$ cat src/rtl/attopu_prog_loader.sv
// attopu program loader: receives a length-prefixed byte stream, packs byte pairs
// into 16-bit instruction words and writes them to instruction memory. It keeps
// the processor in reset while loading and releases it only after the length and
// XOR checksum are good.
module attopu_prog_loader #(
  parameter int ADDR_WIDTH = 8,
  parameter bit BOOT_RUN   = 1'b0
) (
  input  logic                  clk,
  input  logic                  rst,
  input  logic                  start,
  input  logic                  byte_valid,
  input  logic [7:0]            byte_data,
  output logic                  byte_ready,
  output logic                  mem_we,
  output logic [ADDR_WIDTH-1:0] mem_addr,
  output logic [15:0]           mem_wdata,
  output logic                  cpu_rst,
  output logic                  busy,
  output logic                  done,
  output logic                  err
);

  localparam logic [31:0]           DEPTH32  = 32'd1 << ADDR_WIDTH;
  localparam logic [ADDR_WIDTH-1:0] ADDR_ONE = 1;

  typedef enum logic [2:0] {
    S_IDLE, S_LEN_LO, S_LEN_HI, S_DATA_LO, S_DATA_HI, S_CHECK, S_DONE, S_ERR
  } state_t;

  state_t      r_state;
  state_t      w_next;
  logic [7:0]  r_len_lo;
  logic [7:0]  r_lo;
  logic [7:0]  r_cks;
  logic [15:0] r_len;
  logic [15:0] r_wcnt;

  logic        w_xfer;
  logic        w_start_ok;
  logic [15:0] w_len;
  logic        w_too_long;
  logic        w_last;

  assign w_xfer     = byte_valid & byte_ready;
  assign w_start_ok = start & ((r_state == S_IDLE) || (r_state == S_DONE) || (r_state == S_ERR));
  assign w_len      = {byte_data, r_len_lo};
  assign w_too_long = {16'd0, w_len} > DEPTH32;
  assign w_last     = (r_wcnt == (r_len - 16'd1));

  // State register.
  always_ff @(posedge clk or posedge rst) begin
    if (rst) r_state <= S_IDLE;
    else     r_state <= w_next;
  end

  // Next-state decode; byte_ready is high in every stream-consuming state.
  always_comb begin
    w_next     = r_state;
    byte_ready = 1'b0;
    case (r_state)
      S_IDLE, S_DONE, S_ERR: begin
        if (start) w_next = S_LEN_LO;
      end
      S_LEN_LO: begin
        byte_ready = 1'b1;
        if (w_xfer) w_next = S_LEN_HI;
      end
      S_LEN_HI: begin
        byte_ready = 1'b1;
        if (w_xfer) begin
          if (w_too_long)          w_next = S_ERR;
          else if (w_len == 16'd0) w_next = S_CHECK;
          else                     w_next = S_DATA_LO;
        end
      end
      S_DATA_LO: begin
        byte_ready = 1'b1;
        if (w_xfer) w_next = S_DATA_HI;
      end
      S_DATA_HI: begin
        byte_ready = 1'b1;
        if (w_xfer) w_next = w_last ? S_CHECK : S_DATA_LO;
      end
      S_CHECK: begin
        byte_ready = 1'b1;
        if (w_xfer) w_next = ((r_cks ^ byte_data) == 8'h00) ? S_DONE : S_ERR;
      end
      default: w_next = S_IDLE;
    endcase
  end

  // Datapath, write strobe and status flags.
  always_ff @(posedge clk or posedge rst) begin
    if (rst) begin
      mem_we    <= 1'b0;
      mem_addr  <= '0;
      mem_wdata <= 16'd0;
      cpu_rst   <= ~BOOT_RUN;
      busy      <= 1'b0;
      done      <= 1'b0;
      err       <= 1'b0;
      r_len_lo  <= 8'd0;
      r_lo      <= 8'd0;
      r_cks     <= 8'd0;
      r_len     <= 16'd0;
      r_wcnt    <= 16'd0;
    end else begin
      mem_we <= 1'b0;
      // Address advances the cycle after each strobe; wraps naturally when N == DEPTH.
      if (mem_we) mem_addr <= mem_addr + ADDR_ONE;

      if (w_start_ok) begin
        cpu_rst  <= 1'b1;
        busy     <= 1'b1;
        done     <= 1'b0;
        err      <= 1'b0;
        mem_addr <= '0;
        r_cks    <= 8'd0;
        r_wcnt   <= 16'd0;
      end

      if (w_xfer) begin
        r_cks <= r_cks ^ byte_data;
        case (r_state)
          S_LEN_LO:  r_len_lo <= byte_data;
          S_LEN_HI:  r_len    <= w_len;
          S_DATA_LO: r_lo     <= byte_data;
          S_DATA_HI: begin
            mem_we    <= 1'b1;
            mem_wdata <= {byte_data, r_lo};
            r_wcnt    <= r_wcnt + 16'd1;
          end
          default: ;
        endcase
      end

      // Successful load releases the processor; a failed one keeps it held.
      if ((r_state != S_DONE) && (w_next == S_DONE)) begin
        busy    <= 1'b0;
        done    <= 1'b1;
        cpu_rst <= 1'b0;
      end
      if ((r_state != S_ERR) && (w_next == S_ERR)) begin
        busy <= 1'b0;
        err  <= 1'b1;
      end
    end
  end

endmodule
$ cat config.mk
export PLATFORM = sky130hd
export DESIGN_NAME = attopu_prog_loader
export DESIGN_NICKNAME = d
export VERILOG_FILES = /design/src/rtl/attopu_prog_loader.sv
export SDC_FILE = /design/constraint.sdc
export NUM_CORES = 1
export LEC_CHECK = 0
export BUFFER_PORTS_ARGS = -buffer_cell sky130_fd_sc_hd__buf_2
export CAP_MARGIN = 20
export CORE_ASPECT_RATIO = 0.75
export CORE_MARGIN = 10
export CORE_UTILIZATION = 25
export DETAILED_ROUTE_END_ITERATION = 8
export GPL_ROUTABILITY_DRIVEN = 0
export PLACE_DENSITY = 0.46
export SLEW_MARGIN = 40
export SYNTH_ARGS = -nofsm -noshare
export SYNTH_HDL_FRONTEND = slang
export SYNTH_SLANG_ARGS = --single-unit
$ cat constraint.sdc
create_clock -name clk -period 3.85 [get_ports clk]
set_clock_uncertainty 0.15 [all_clocks]
set_input_delay 0.77 -clock clk [delete_from_list [all_inputs] [get_ports clk]]
set_output_delay 0.77 -clock clk [all_outputs]
set_load 0.05 [all_outputs]
# After elaboration in Yosys (flattened, before gate mapping)
# Index checks and enable logic that the tools add are counted.
# classes
addsub	3
reduce_logical	18
mux	27
n_eq_ne	12
order_cmp	1
n_bitwise	3
# op_table
operator	n
two-way mux 16 bit	3
two-way mux 8 bit	4
two-way mux 3 bit	9
equality test 3 bit, second input constant	6
case mux 3 bit (6 select lines)	1
adder 16 x 1 -> 16 bit, second input constant	1
equality test 16 bit	1
> comparator 16 x 9 -> 1 bit, second input constant	1
zero test 16 bit	1
subtractor 16 x 1 -> 16 bit, second input constant	1
two-way mux 1 bit	10
adder 8 x 1 -> 8 bit, second input constant	1
zero test 8 bit	1
AND reduction 2 bit	4
nonzero test 2 bit	4
XOR 8 bit	1
equality test 3 x 2 -> 1 bit, second input constant	2
!= test 3 bit, second input constant	2
OR reduction 5 bit	1
equality test 3 x 1 -> 1 bit, second input constant	1
zero test 3 bit	1
nonzero test 3 bit	1
OR reduction 3 bit	1
bitwise AND 1 bit	2
2 further kinds	4
# totals
register_bits	88
in_bits	12
word_cells	77
out_inout_bits	30

# Logic depth before layout (Yosys ltp)
# depth
ltp_word	10
depth_mapped	9
depth_no_buf	9

# Worst setup path before layout
# Ideal clock, no wire load.
# synth_timing
kind	register to register
from	reg r_state[1]
to	reg r_state[1]
path_slack_ns	1.037
n_path_buf	1
setup_ns	0.124
synth_period_minus_slack_ns	2.813
required_ns	3.576
arrival_ns	2.539
stages_incl_launch_ff	8
cell_sequence	dfrtp_1 -> buf_2 -> a21oi_1 -> nand2_1 -> a2111oi_0 -> and4bb_2 -> nand4_1 -> o2bb2ai_1
# synth_via
elab_chain_cells	6
word_cells_on_any_way	19
cone_classes	eq/ne (7); mux (8); bitwise (1); reduce/logical (3)
# synth_rtl
item	line	text
start: declaration	31	state_t r_state;
start signal: assignment	54	else r_state <= w_next;
equality test 3 bit, or another cell as far along	61	case (r_state)
OR reduction 5 bit (no source line) *	n/a	
two-way mux 1 bit *	61	
named net byte_ready	14	output logic byte_ready,
bitwise AND 1 bit *	45	assign w_xfer = byte_valid & byte_ready;
two-way mux 3 bit (on tied branches)	n/a	
case mux 3 bit (6 select lines) *	61	
named net w_next[1]	32	state_t w_next;
# Mark *: on every way through the listed nets, which the timed path passes. The rest lies on a longest branch.
# A chain may end at the register's enable or synchronous reset.

# Worst setup path in the final report
# layout_timing
from	in byte_data[3]
to	reg done
# layout_via
elab_chain_cells	8
word_cells_on_any_way	14
cone_classes	order compare (1); eq/ne (1); mux (7); bitwise (1); reduce/logical (4)
# layout_rtl
item	line	text
start: declaration	13	input logic [7:0] byte_data,
parallel branches: the longest is 4 deep, another holds > comparator 16 x 9 -> 1 bit	n/a	
case mux 3 bit (6 select lines) *	61	
equality test 3 bit *	139	if ((r_state != S_DONE) && (w_next == S_DONE)) begin
logical AND 1 bit *	139	
two-way mux 1 bit / nonzero test 2 bit (equally long branches)	n/a	
end signal: assignment	101	done <= 1'b0;
end signal: assignment	116	done <= 1'b0;
end signal: assignment	141	done <= 1'b1;
end: declaration	20	output logic done,
# Every way passes the cells marked *.

==> summary.txt <==
Status: finished clean
Sequential area share after synthesis: 49.7%
RSZ-0062 raised after global routing: false
Fmax: 373 MHz
Syn. warnings: 0
Vias in the first global route: 3360
Commonest non-fill, non-tap cell in the layout: dfrtp_1
CTS Root Cell: clkbuf_16
Max_slew headroom: 61.2%
Die Span Y: 135 µm
DRT Pass-1 Iters: 4
Initial antenna violation count: 1
PostCTS Resize Cnt: 0
Synthesis-to-layout area growth: 17.7%
WL per Instance: 15.1 µm
Largest net degree at the start of global routing: 36
Clock Path Buffers: 2
Endpoints failing hold: 0
Critical R2R Capture: done
Reg2reg setup slack: 1210 ps
I/O Pins: 42
Synth area leader: dfrtp_1
Post-synthesis cell type count: 50
DPL Wire Length: 8180 µm
Post-synthesis cell count: 455
Crit Path Class: input port to flop
Crit-path cells: buf_2 -> or4_1 -> nor4_1 -> a41oi_1 -> a31oi_1 -> or2_4 -> a211oi_1 -> a21o_1
Final WL: 11200 µm
Critical path depth: 8
Synth top area share: 49.1%
IO buf count: 41
Avg Synthesized Cell Area: 9.75 µm²
Post-synth net total: 470
Hold_buf cts: 0
CTS sink cnt: 88
Post-synth EDFFs: 0
Final Setup Violations: 0
Crit path required time: 3930 ps
Hold WC Path Type: input port to async pin
Clk_lat worst skew: 340 ps
CTS tree: built
Die width: 174 µm
Antenna Cells: 0
Die ar.: 0.0235 mm²
Commonest cells after routing, fill and taps aside: 87 x dfrtp_1, 76 x nand2_1, 41 x buf_2, 35 x o21ai_0, 32 x nor2_1
Crit-path leading delay family: simple AND/OR/NAND/NOR gates
Max Cap Viol: 0
Worst Reg2Reg Path Length in Cells: 7
Core box area: 0.0176 mm²
Max FO, Critical Path: 8
Reg clk slew, reported paths: 70 ps
H-Tree Depth: 3
CP max-delay cell: or4_1
Peak supply drop: 0.367 mV
Vias: 3419
Nets: 510
Setup TNS: 0 ps
FF+latch count, synth: 88
Post-route ant nets: 0
DR vias/cell: 4.61
Max incr delay on CP: 540 ps
Crit. End Element: flop
Starting Density: 25.3%
Worst EP arrival: 2760 ps
CP bufs+invs: 1
Pwr dens: 801 mW/mm²
Synth top area cells: dfrtp_1 49%, mux2_2 7.6%, nand2_1 6.4%, o21ai_0 3.9%, xnor2_1 3.6%
Final Cycle Share: 69.6%
Cell Area, Synth: 0.00444 mm²
Fill count: 1901
Global-route wire length before repair: 18600 µm
Least-Margin Pin Slew: 576 ps
Reg2reg start: r_len_lo[4]
Fin crit period: 2680 ps
Post CTS Setup Buffer Count: 0
Num CTS Buffers: 9
Top FF cell, synth: dfrtp_1
Grt ovf: 0
Slew Viols, Final: 0
Core Rows: 42
Remaining DRCs: 0
Startpoint types: input port
Layout cells sized above 1: 20.8%
Total leakage power: 0.00231 µW
DRT iter0 DRCs: 240
Overall Global Routing Usage: 9.73%
Util after Layout: 29.8%
Post-synth ARST share: 100%
routing by layer:
metal / global-route usage, % / part of all wire (%) / vias to the layer above
li1: - / - / 1667
met1: 13.8 / 53 / 1681
met2: 13.9 / 41 / 63
met3: 3.15 / 4.6 / 6
met4: 2.56 / 0.56 / 2
met5: 0 / 0.12 / -
worst max path at each step:
stage / startpoint / end
2_1_floorplan: rst / busy
3_5_place_dp: byte_data[3] / done
6_report: byte_data[3] / done
5_1_grt: r_state[2] / r_state[2]
4_1_cts: r_state[2] / byte_ready
3_3_place_gp: byte_data[3] / done
Yosys cell counts (all sizes together), types with 2 or more instances:
master and n:
a2111oi 2, a211oi 2, a21o 2, a21oi 9, a22oi 3, a31oi 8
a41oi 2, and4 2, buf 2, clkbuf 19, dfrtp 87, ha 3
inv 9, mux2 30, mux2i 3, nand2 76, nand2b 14, nand3 17
nand3b 4, nand4 12, nor2 32, nor2b 5, nor3 9, nor4 4
nor4b 2, o211ai 2, o21ai 36, o21bai 2, or2 2, or3 5
or4 4, xnor2 18, xor2 18
final cells by class:
| cell class | instances | area, µm² | area share [%] |
|---|---|---|---|
| Multi-Input combinational cell | 337 | 2110 | 40.4 |
| Inverter | 9 | 35.0 | 0.671 |
| Clock inverter | 6 | 75.1 | 1.44 |
| Sequential cell | 88 | 2200 | 42.2 |
| Timing Repair Buffer | 50 | 273 | 5.22 |
| Clock buffer | 9 | 225 | 4.31 |
| Tap cell | 242 | 303 | 5.80 |
report_power, final:
| group | switching, µW | total [µW] | internal, µW |
|---|---|---|---|
| registers | 364 | 1630 | 1260 |
| clock network | 383 | 894 | 511 |
| logic | 1030 | 1660 | 628 |
| total | 1780 | 4180 | 2400 |
cells by family (layout without fill, tap and decap cells):
| kind of cell | Yosys count | count (layout) | synth area share, % |
|---|---|---|---|
| AOI/OAI and AO/OA | 72 | 72 | 9.76 |
| xor gates and xnor gates | 36 | 36 | 7.11 |
| adders and majority gates | 3 | 3 | 0.846 |
| buffers and inverters | 30 | 74 | 2.82 |
| DFF | 88 | 88 | 49.7 |
| muxes | 33 | 33 | 8.29 |
| and+or+nand+nor | 193 | 193 | 21.5 |
flip-flops by register name, summed over array words and instances (netlist names):
name	count
mem_wdata	16
r_cks	8
r_state	3
done	1
busy	1
mem_addr	8
cpu_rst	1
mem_we	1
err	1
r_wcnt	16
r_lo	8
r_len	16
r_len_lo	8
metrics by stage:
stage / power, µW / hold slack (ps) / instance area (µm²) / setup slack [ps] / cells
2_1_floorplan: 2850 / 283 / 4440 / 653 / 455
3_3_place_gp: 3280 / 298 / 4920 / 915 / 726
3_5_place_dp: 3310 / 308 / 4920 / 879 / 726
4_1_cts: 4230 / 228 / 5220 / 1200 / 741
5_1_grt: 4480 / 249 / 5220 / 977 / 741
6_report: 4180 / 230 / 5220 / 1170 / 741
Power figures use the tool's default switching activity.
